<file path="src/rtl/mcp23s17_spi_master.sv">
// -----------------------------------------------------------------------------
// mcp23s17_spi_master
//
// SPI master running single-register transactions on an MCP23S17 expander.
// One host request is latched and serialised as a 24-bit frame, MSB first:
//   {4'b0100, A2..A0, rw, reg_addr, wdata}
// Read data is returned on rdata, and done pulses when the frame completes.
// cs is active-high to match the expander model. sclk idles low.
//
// Configuration macro: MCP_SPI_HAEN_EN
//   defined   : opcode bits 3..1 carry hw_addr, so several expanders with
//               IOCON.HAEN set can share one cs.
//   undefined : opcode bits 3..1 are forced to 000 and hw_addr is ignored.
//               Frame timing is the same in both builds.
//
// Parameters:
//   CLK_DIV  - sclk half-period in clk cycles (>=1)
//   CS_SETUP - cycles with cs high before the first sclk low phase (>=1)
//   CS_HOLD  - cycles with cs high after the last sclk falling edge (>=1)
//   CS_IDLE  - cycles with cs low after a frame, before done (>=1)
//
// Ports:
//   clk      in   system clock
//   reset    in   asynchronous, active-low reset
//   start    in   request strobe, sampled only while busy=0
//   rw       in   1=read, 0=write
//   hw_addr  in   [2:0] device hardware address A2..A0
//   reg_addr in   [7:0] register address
//   wdata    in   [7:0] write data
//   busy     out  transaction in progress
//   done     out  one-cycle completion pulse
//   rdata    out  [7:0] data captured by the last read
//   sclk     out  SPI clock
//   cs       out  chip select (active-high)
//   mosi     out  serial data out
//   miso     in   serial data in
// -----------------------------------------------------------------------------
module mcp23s17_spi_master #(
  parameter int CLK_DIV  = 4,
  parameter int CS_SETUP = 2,
  parameter int CS_HOLD  = 2,
  parameter int CS_IDLE  = 4
) (
  input  logic       clk,
  input  logic       reset,
  input  logic       start,
  input  logic       rw,
  input  logic [2:0] hw_addr,
  input  logic [7:0] reg_addr,
  input  logic [7:0] wdata,
  output logic       busy,
  output logic       done,
  output logic [7:0] rdata,
  output logic       sclk,
  output logic       cs,
  output logic       mosi,
  input  logic       miso
);

  typedef enum logic [2:0] {
    S_IDLE,
    S_SETUP,
    S_SHIFT,
    S_HOLD,
    S_GAP,
    S_DONE
  } state_t;

  // Phase counter spans 0..CLK_DIV-1. The timer serves SETUP, HOLD and GAP,
  // so it is sized for the longest of the three.
  localparam int PW   = (CLK_DIV > 1) ? $clog2(CLK_DIV) : 1;
  localparam int TMAX = (CS_SETUP > CS_HOLD) ?
                        ((CS_SETUP > CS_IDLE) ? CS_SETUP : CS_IDLE) :
                        ((CS_HOLD  > CS_IDLE) ? CS_HOLD  : CS_IDLE);
  localparam int TW   = (TMAX > 1) ? $clog2(TMAX) : 1;

  localparam logic [PW-1:0] PHASE_LAST = PW'(CLK_DIV - 1);
  localparam logic [TW-1:0] SETUP_LAST = TW'(CS_SETUP - 1);
  localparam logic [TW-1:0] HOLD_LAST  = TW'(CS_HOLD - 1);
  localparam logic [TW-1:0] IDLE_LAST  = TW'(CS_IDLE - 1);
  localparam logic [4:0]    BIT_LAST   = 5'd23;

  state_t          state, state_nxt;
  logic [PW-1:0]   phase, phase_nxt;
  logic [TW-1:0]   tmr, tmr_nxt;
  logic [4:0]      bit_cnt, bit_nxt;
  logic            half, half_nxt;     // 0 = sclk low phase, 1 = high phase
  logic            load;               // latch a new request
  logic            shift_tx;           // sclk falls into the next bit
  logic            sample;             // sclk falls: capture miso
  logic            enter_hold;         // last sclk fall of the frame

  logic [22:0]     tx;                 // frame bits still to be sent
  logic [7:0]      rx;
  logic            rw_q;
  logic [2:0]      addr_bits;
  logic [23:0]     frame;

`ifdef MCP_SPI_HAEN_EN
  assign addr_bits = hw_addr;
`else
  logic unused_hw_addr;
  assign unused_hw_addr = ^hw_addr;
  assign addr_bits      = 3'b000;
`endif

  assign frame = {4'b0100, addr_bits, rw, reg_addr, wdata};

  // NOTE: every signal written here gets its default first, so no path can
  // leave one unassigned and infer a latch.
  always_comb begin
    state_nxt  = state;
    phase_nxt  = phase;
    tmr_nxt    = tmr;
    bit_nxt    = bit_cnt;
    half_nxt   = half;
    load       = 1'b0;
    shift_tx   = 1'b0;
    sample     = 1'b0;
    enter_hold = 1'b0;

    unique case (state)
      S_IDLE, S_DONE: begin
        // A start in the DONE cycle chains straight into the next frame.
        if (start) begin
          state_nxt = S_SETUP;
          tmr_nxt   = '0;
          load      = 1'b1;
        end else begin
          state_nxt = S_IDLE;
        end
      end

      S_SETUP: begin
        if (tmr == SETUP_LAST) begin
          state_nxt = S_SHIFT;
          phase_nxt = '0;
          bit_nxt   = '0;
          half_nxt  = 1'b0;
        end else begin
          tmr_nxt = tmr + TW'(1);
        end
      end

      S_SHIFT: begin
        if (phase == PHASE_LAST) begin
          phase_nxt = '0;
          if (!half) begin
            half_nxt = 1'b1;
          end else begin
            // High phase ends: sclk falls, after the slave has updated miso
            // on the preceding rising edge.
            half_nxt = 1'b0;
            sample   = 1'b1;
            if (bit_cnt == BIT_LAST) begin
              state_nxt  = S_HOLD;
              tmr_nxt    = '0;
              enter_hold = 1'b1;
            end else begin
              bit_nxt  = bit_cnt + 5'd1;
              shift_tx = 1'b1;
            end
          end
        end else begin
          phase_nxt = phase + PW'(1);
        end
      end

      S_HOLD: begin
        if (tmr == HOLD_LAST) begin
          state_nxt = S_GAP;
          tmr_nxt   = '0;
        end else begin
          tmr_nxt = tmr + TW'(1);
        end
      end

      S_GAP: begin
        if (tmr == IDLE_LAST) begin
          state_nxt = S_DONE;
        end else begin
          tmr_nxt = tmr + TW'(1);
        end
      end

      default: state_nxt = S_IDLE;
    endcase
  end

  // Outputs are registered decodes of the next state, so they change exactly
  // on clk edges without combinational glitches.
  // NOTE: sequential state uses non-blocking assignments so every flop
  // samples pre-edge values regardless of statement order.
  always_ff @(posedge clk or negedge reset) begin
    if (!reset) begin
      state   <= S_IDLE;
      phase   <= '0;
      tmr     <= '0;
      bit_cnt <= '0;
      half    <= 1'b0;
      tx      <= '0;
      rx      <= '0;
      rw_q    <= 1'b0;
      busy    <= 1'b0;
      done    <= 1'b0;
      rdata   <= '0;
      sclk    <= 1'b0;
      cs      <= 1'b0;
      mosi    <= 1'b0;
    end else begin
      state   <= state_nxt;
      phase   <= phase_nxt;
      tmr     <= tmr_nxt;
      bit_cnt <= bit_nxt;
      half    <= half_nxt;

      busy <= (state_nxt == S_SETUP) || (state_nxt == S_SHIFT) ||
              (state_nxt == S_HOLD)  || (state_nxt == S_GAP);
      cs   <= (state_nxt == S_SETUP) || (state_nxt == S_SHIFT) ||
              (state_nxt == S_HOLD);
      sclk <= (state_nxt == S_SHIFT) && half_nxt;
      done <= (state_nxt == S_DONE);

      // mosi moves only on SETUP entry or on an sclk falling edge.
      if (load) begin
        tx   <= frame[22:0];
        rw_q <= rw;
        mosi <= frame[23];
      end else if (shift_tx) begin
        tx   <= {tx[21:0], 1'b0};
        mosi <= tx[22];
      end else if (enter_hold) begin
        mosi <= 1'b0;
      end

      if (sample) begin
        rx <= {rx[6:0], miso};
      end

      // The final sample lands on the same edge, so include it directly.
      if (enter_hold && rw_q) begin
        rdata <= {rx[6:0], miso};
      end
    end
  end

endmodule

</file>
<file path="config.mk">
export PLATFORM = sky130hd
export DESIGN_NAME = mcp23s17_spi_master
export DESIGN_NICKNAME = d
export VERILOG_FILES = /design/src/rtl/mcp23s17_spi_master.sv
export SDC_FILE = /design/constraint.sdc
export NUM_CORES = 1
export LEC_CHECK = 0
export CAP_MARGIN = 0
export CORE_MARGIN = 2
export CORE_UTILIZATION = 40
export CTS_BUF_LIST = sky130_fd_sc_hd__clkbuf_8
export DETAILED_ROUTE_END_ITERATION = 8
export SYNTH_ARGS = -nofsm -noshare
export SYNTH_HDL_FRONTEND = slang
export SYNTH_SLANG_ARGS = --single-unit
</file>
<file path="constraint.sdc">
create_clock -name clk -period 2.5 [get_ports clk]
set_input_delay 0.375 -clock clk [delete_from_list [all_inputs] [get_ports clk]]
set_output_delay 0.375 -clock clk [all_outputs]
set_load 0.1 [all_outputs]
</file>
==> impl_metrics.env <==
export IMPL_cts_hold_fix_buffers=0
export IMPL_syn2layout_area_growth_pct=23.5
export IMPL_antenna_cells=0
export IMPL_dieArea_um2=7040
export IMPL_startpoint_type="flip-flop"
export IMPL_gp_congestion=0.759
export IMPL_period_share=0.818
export IMPL_viasPerCell=5.01
export IMPL_cts_resized=0
export IMPL_power_density_nw_per_um2=1030
export IMPL_grt_pass1_vias=1825
export IMPL_clk_latency_ns=0.33
export IMPL_peakVddDrop_v=0.000608
export IMPL_ys_ff_latch=57
export IMPL_dr_pass1_iters=4
export IMPL_nets=312
export IMPL_grt_util_all_layers=0.150
export IMPL_synth_xor_area_frac=0.0137
export IMPL_final_min_clock_period_ns=2.04
export IMPL_p_total_w=0.00326
export IMPL_cts_sinks=57
export IMPL_htree_levels=3
export IMPL_antenna_found_initial=0
export IMPL_hold_viol=0
export IMPL_syn_nets=274
export IMPL_yosys_area_share_adder=0.0294
export IMPL_drc=0
export IMPL_routedWlPerCell_um=13.1
export IMPL_rows=29
export IMPL_synthMuxAreaShare=0.0779
export IMPL_root_buffer="clkbuf_8"
export IMPL_synth_top_family_by_area="simple AND/OR/NAND/NOR gates"
export IMPL_fin_skew_ns=0.00787
export IMPL_yosys_area_share_simple=0.179
export IMPL_cts_tree="yes"
export IMPL_post_cts_setup_buffers=0
export IMPL_wirelength_um=4780
export IMPL_ys_seq_area_frac=0.558
export IMPL_cts_buffers=9
export IMPL_rsz0062_at_grt="no"
export IMPL_dp_hpwl_um=3170
export IMPL_ioPinCount=37
export IMPL_cts_reportedPaths_clkPinSlew_ns=0.06
export IMPL_synth_area_um2=2550
export IMPL_grt_overflow=0
export IMPL_worstRegToRegCells=4
export IMPL_drt_initial_drc_count=96
export IMPL_slew_headroom=0.558
export IMPL_r2r_setup_slack_ns=0.46
export IMPL_vias=1824
export IMPL_hold_class="input pin to asynchronous set/reset pin"
export IMPL_die_x_um=83.9
export IMPL_outcome="completed"
export IMPL_mostFrequentLayoutCells="57 x dfrtp_1, 56 x nand2_1, 19 x clkdlybuf4s50_1"
export IMPL_max_freq_ghz=0.489
export IMPL_ant_nets=0
export IMPL_worstMarginPinSlew_ns=0.662
export IMPL_die_y_um=83.9
export IMPL_maxCapViolCount=0
export IMPL_initial_core_util=0.407
export IMPL_setup_viol=0
export IMPL_clock_path_buffers=2
export IMPL_required_ns=2.71
export IMPL_grt_pass1_wl_um=8280
export IMPL_ys_warn_count=0
export IMPL_power_leakage_nw=1.51
export IMPL_core_um2=6280
export IMPL_crit_path_max_fanout=12
export IMPL_setup_tns_ns=0
export IMPL_maxSlewViolCount=0
export IMPL_io_buffers=33
export IMPL_critPathArrivalTime_ns=2.26
export IMPL_layout_commonest_cell="dfrtp_1"
export IMPL_drive_above_1_share=0.188
export IMPL_syn_area_per_cell_um2=10.5
export IMPL_synth_cell_types=34
export IMPL_synth_compound_area_frac=0.113
export IMPL_synthCells=244
export IMPL_critical_path_class="flip-flop to flip-flop"
export IMPL_crit_path_end_kind="flip-flop"
export IMPL_grt_max_degree=30
==> flip-flops by register name (all words and copies together), names as in the netlist, 2 cells and up <==
signal / cells
bit_cnt: 5
phase: 2
rdata: 8
rx: 7
state: 3
tmr: 2
tx: 23
==> kinds of logic (layout without fill, tap and decap cells) <==
logic type      after synthesis  count (layout)
compound gates               46              46
mux                          18              18
buf+inv                      15              58
flops                        57              57
simple gates                 98              98
xor+xnor                      4               4
fa+ha+maj                     6               6
==> stage by stage <==
step                      setup WS [ns]  instances  utilization  hold WS (ns)  area (µm²)
after global routing              0.333        364        0.503         0.124        3160
after detailed placement          0.427        348        0.468         0.456        2940
final                             0.456        364        0.503        0.0751        3160
after global placement            0.431        348        0.468         0.448        2940
after floorplan                   0.806        244            -        0.0794        2550
after CTS                         0.417        364        0.503        0.0861        3160
==> report_power, final <==
part | internal (W) | switching (W) | total (W) | leakage, nW
sequential | 0.00115 | 0.000135 | 0.00129 | 0.744
clock | 0.000540 | 0.000366 | 0.000906 | 0.105
combinational | 0.000385 | 0.000685 | 0.00107 | 0.659
total | 0.00208 | 0.00119 | 0.00326 | 1.51
==> worst max-delay path: stages (launching register included) <==
cell,delay [ns]
dfrtp_1,0.49
or3b_1,0.53
nor3_1,0.26
nand2_1,0.30
mux2_2,0.36
==> worst paths after layout <==
check,startpoint,to
worst min register to register,tx[10]$_DFFE_PN0P_,tx[10]$_DFFE_PN0P_
min in group clk,tx[10]$_DFFE_PN0P_,tx[10]$_DFFE_PN0P_
worst max register to register,state[2]$_DFF_PN0_,rdata[6]$_DFFE_PN0P_
worst max-delay path,state[2]$_DFF_PN0_,rdata[6]$_DFFE_PN0P_
worst min-delay path,reset,busy$_DFF_PN0_
max in group asynchronous,reset,tx[22]$_DFFE_PN0P_
==> layout make-up <==
class | count | area, µm²
clock buffers | 12 | 165
clock inverters | 4 | 50.0
fillers | 607 | 3120
inverters | 3 | 11.3
multi-input cells | 172 | 1060
flip-flops and latches | 57 | 1430
well taps | 77 | 96.3
repair buffers | 39 | 350
==> cells in the mapped netlist (all sizes together) <==
| cell | n | share of area |
|---|---|---|
| nor2b | 5 | 0.012 |
| clkbuf | 3 | 0.0044 |
| nand3 | 3 | 0.0059 |
| o22ai | 1 | 0.0025 |
| ha | 6 | 0.029 |
| and2 | 2 | 0.0049 |
| dfrtp | 57 | 0.56 |
| a21oi | 9 | 0.018 |
| nor3b | 3 | 0.013 |
| o21ai | 14 | 0.027 |
| nand2 | 56 | 0.082 |
| nand4b | 2 | 0.0069 |
| mux2 | 15 | 0.066 |
| buf | 9 | 0.020 |
| a22oi | 14 | 0.041 |
| and4b | 1 | 0.0039 |
| o21a | 1 | 0.0029 |
| nor3 | 4 | 0.0078 |
| or2 | 1 | 0.0025 |
| nor2 | 14 | 0.022 |
| o31ai | 2 | 0.0059 |
| nand2b | 4 | 0.0098 |
| or3b | 1 | 0.0034 |
| a211oi | 1 | 0.0029 |
| mux2i | 3 | 0.012 |
| inv | 3 | 0.0044 |
| xor2 | 4 | 0.014 |
| nand4 | 2 | 0.0049 |
| a221oi | 1 | 0.0034 |
| a31oi | 1 | 0.0025 |
| a22o | 2 | 0.0069 |
==> layer usage <==
metal	routed length [µm]	global-route usage
met5	0	0
met4	95	0.0792
met3	246	0.0495
met2	2090	0.226
met1	2350	0.193
Power figures use the tool's default switching activity.
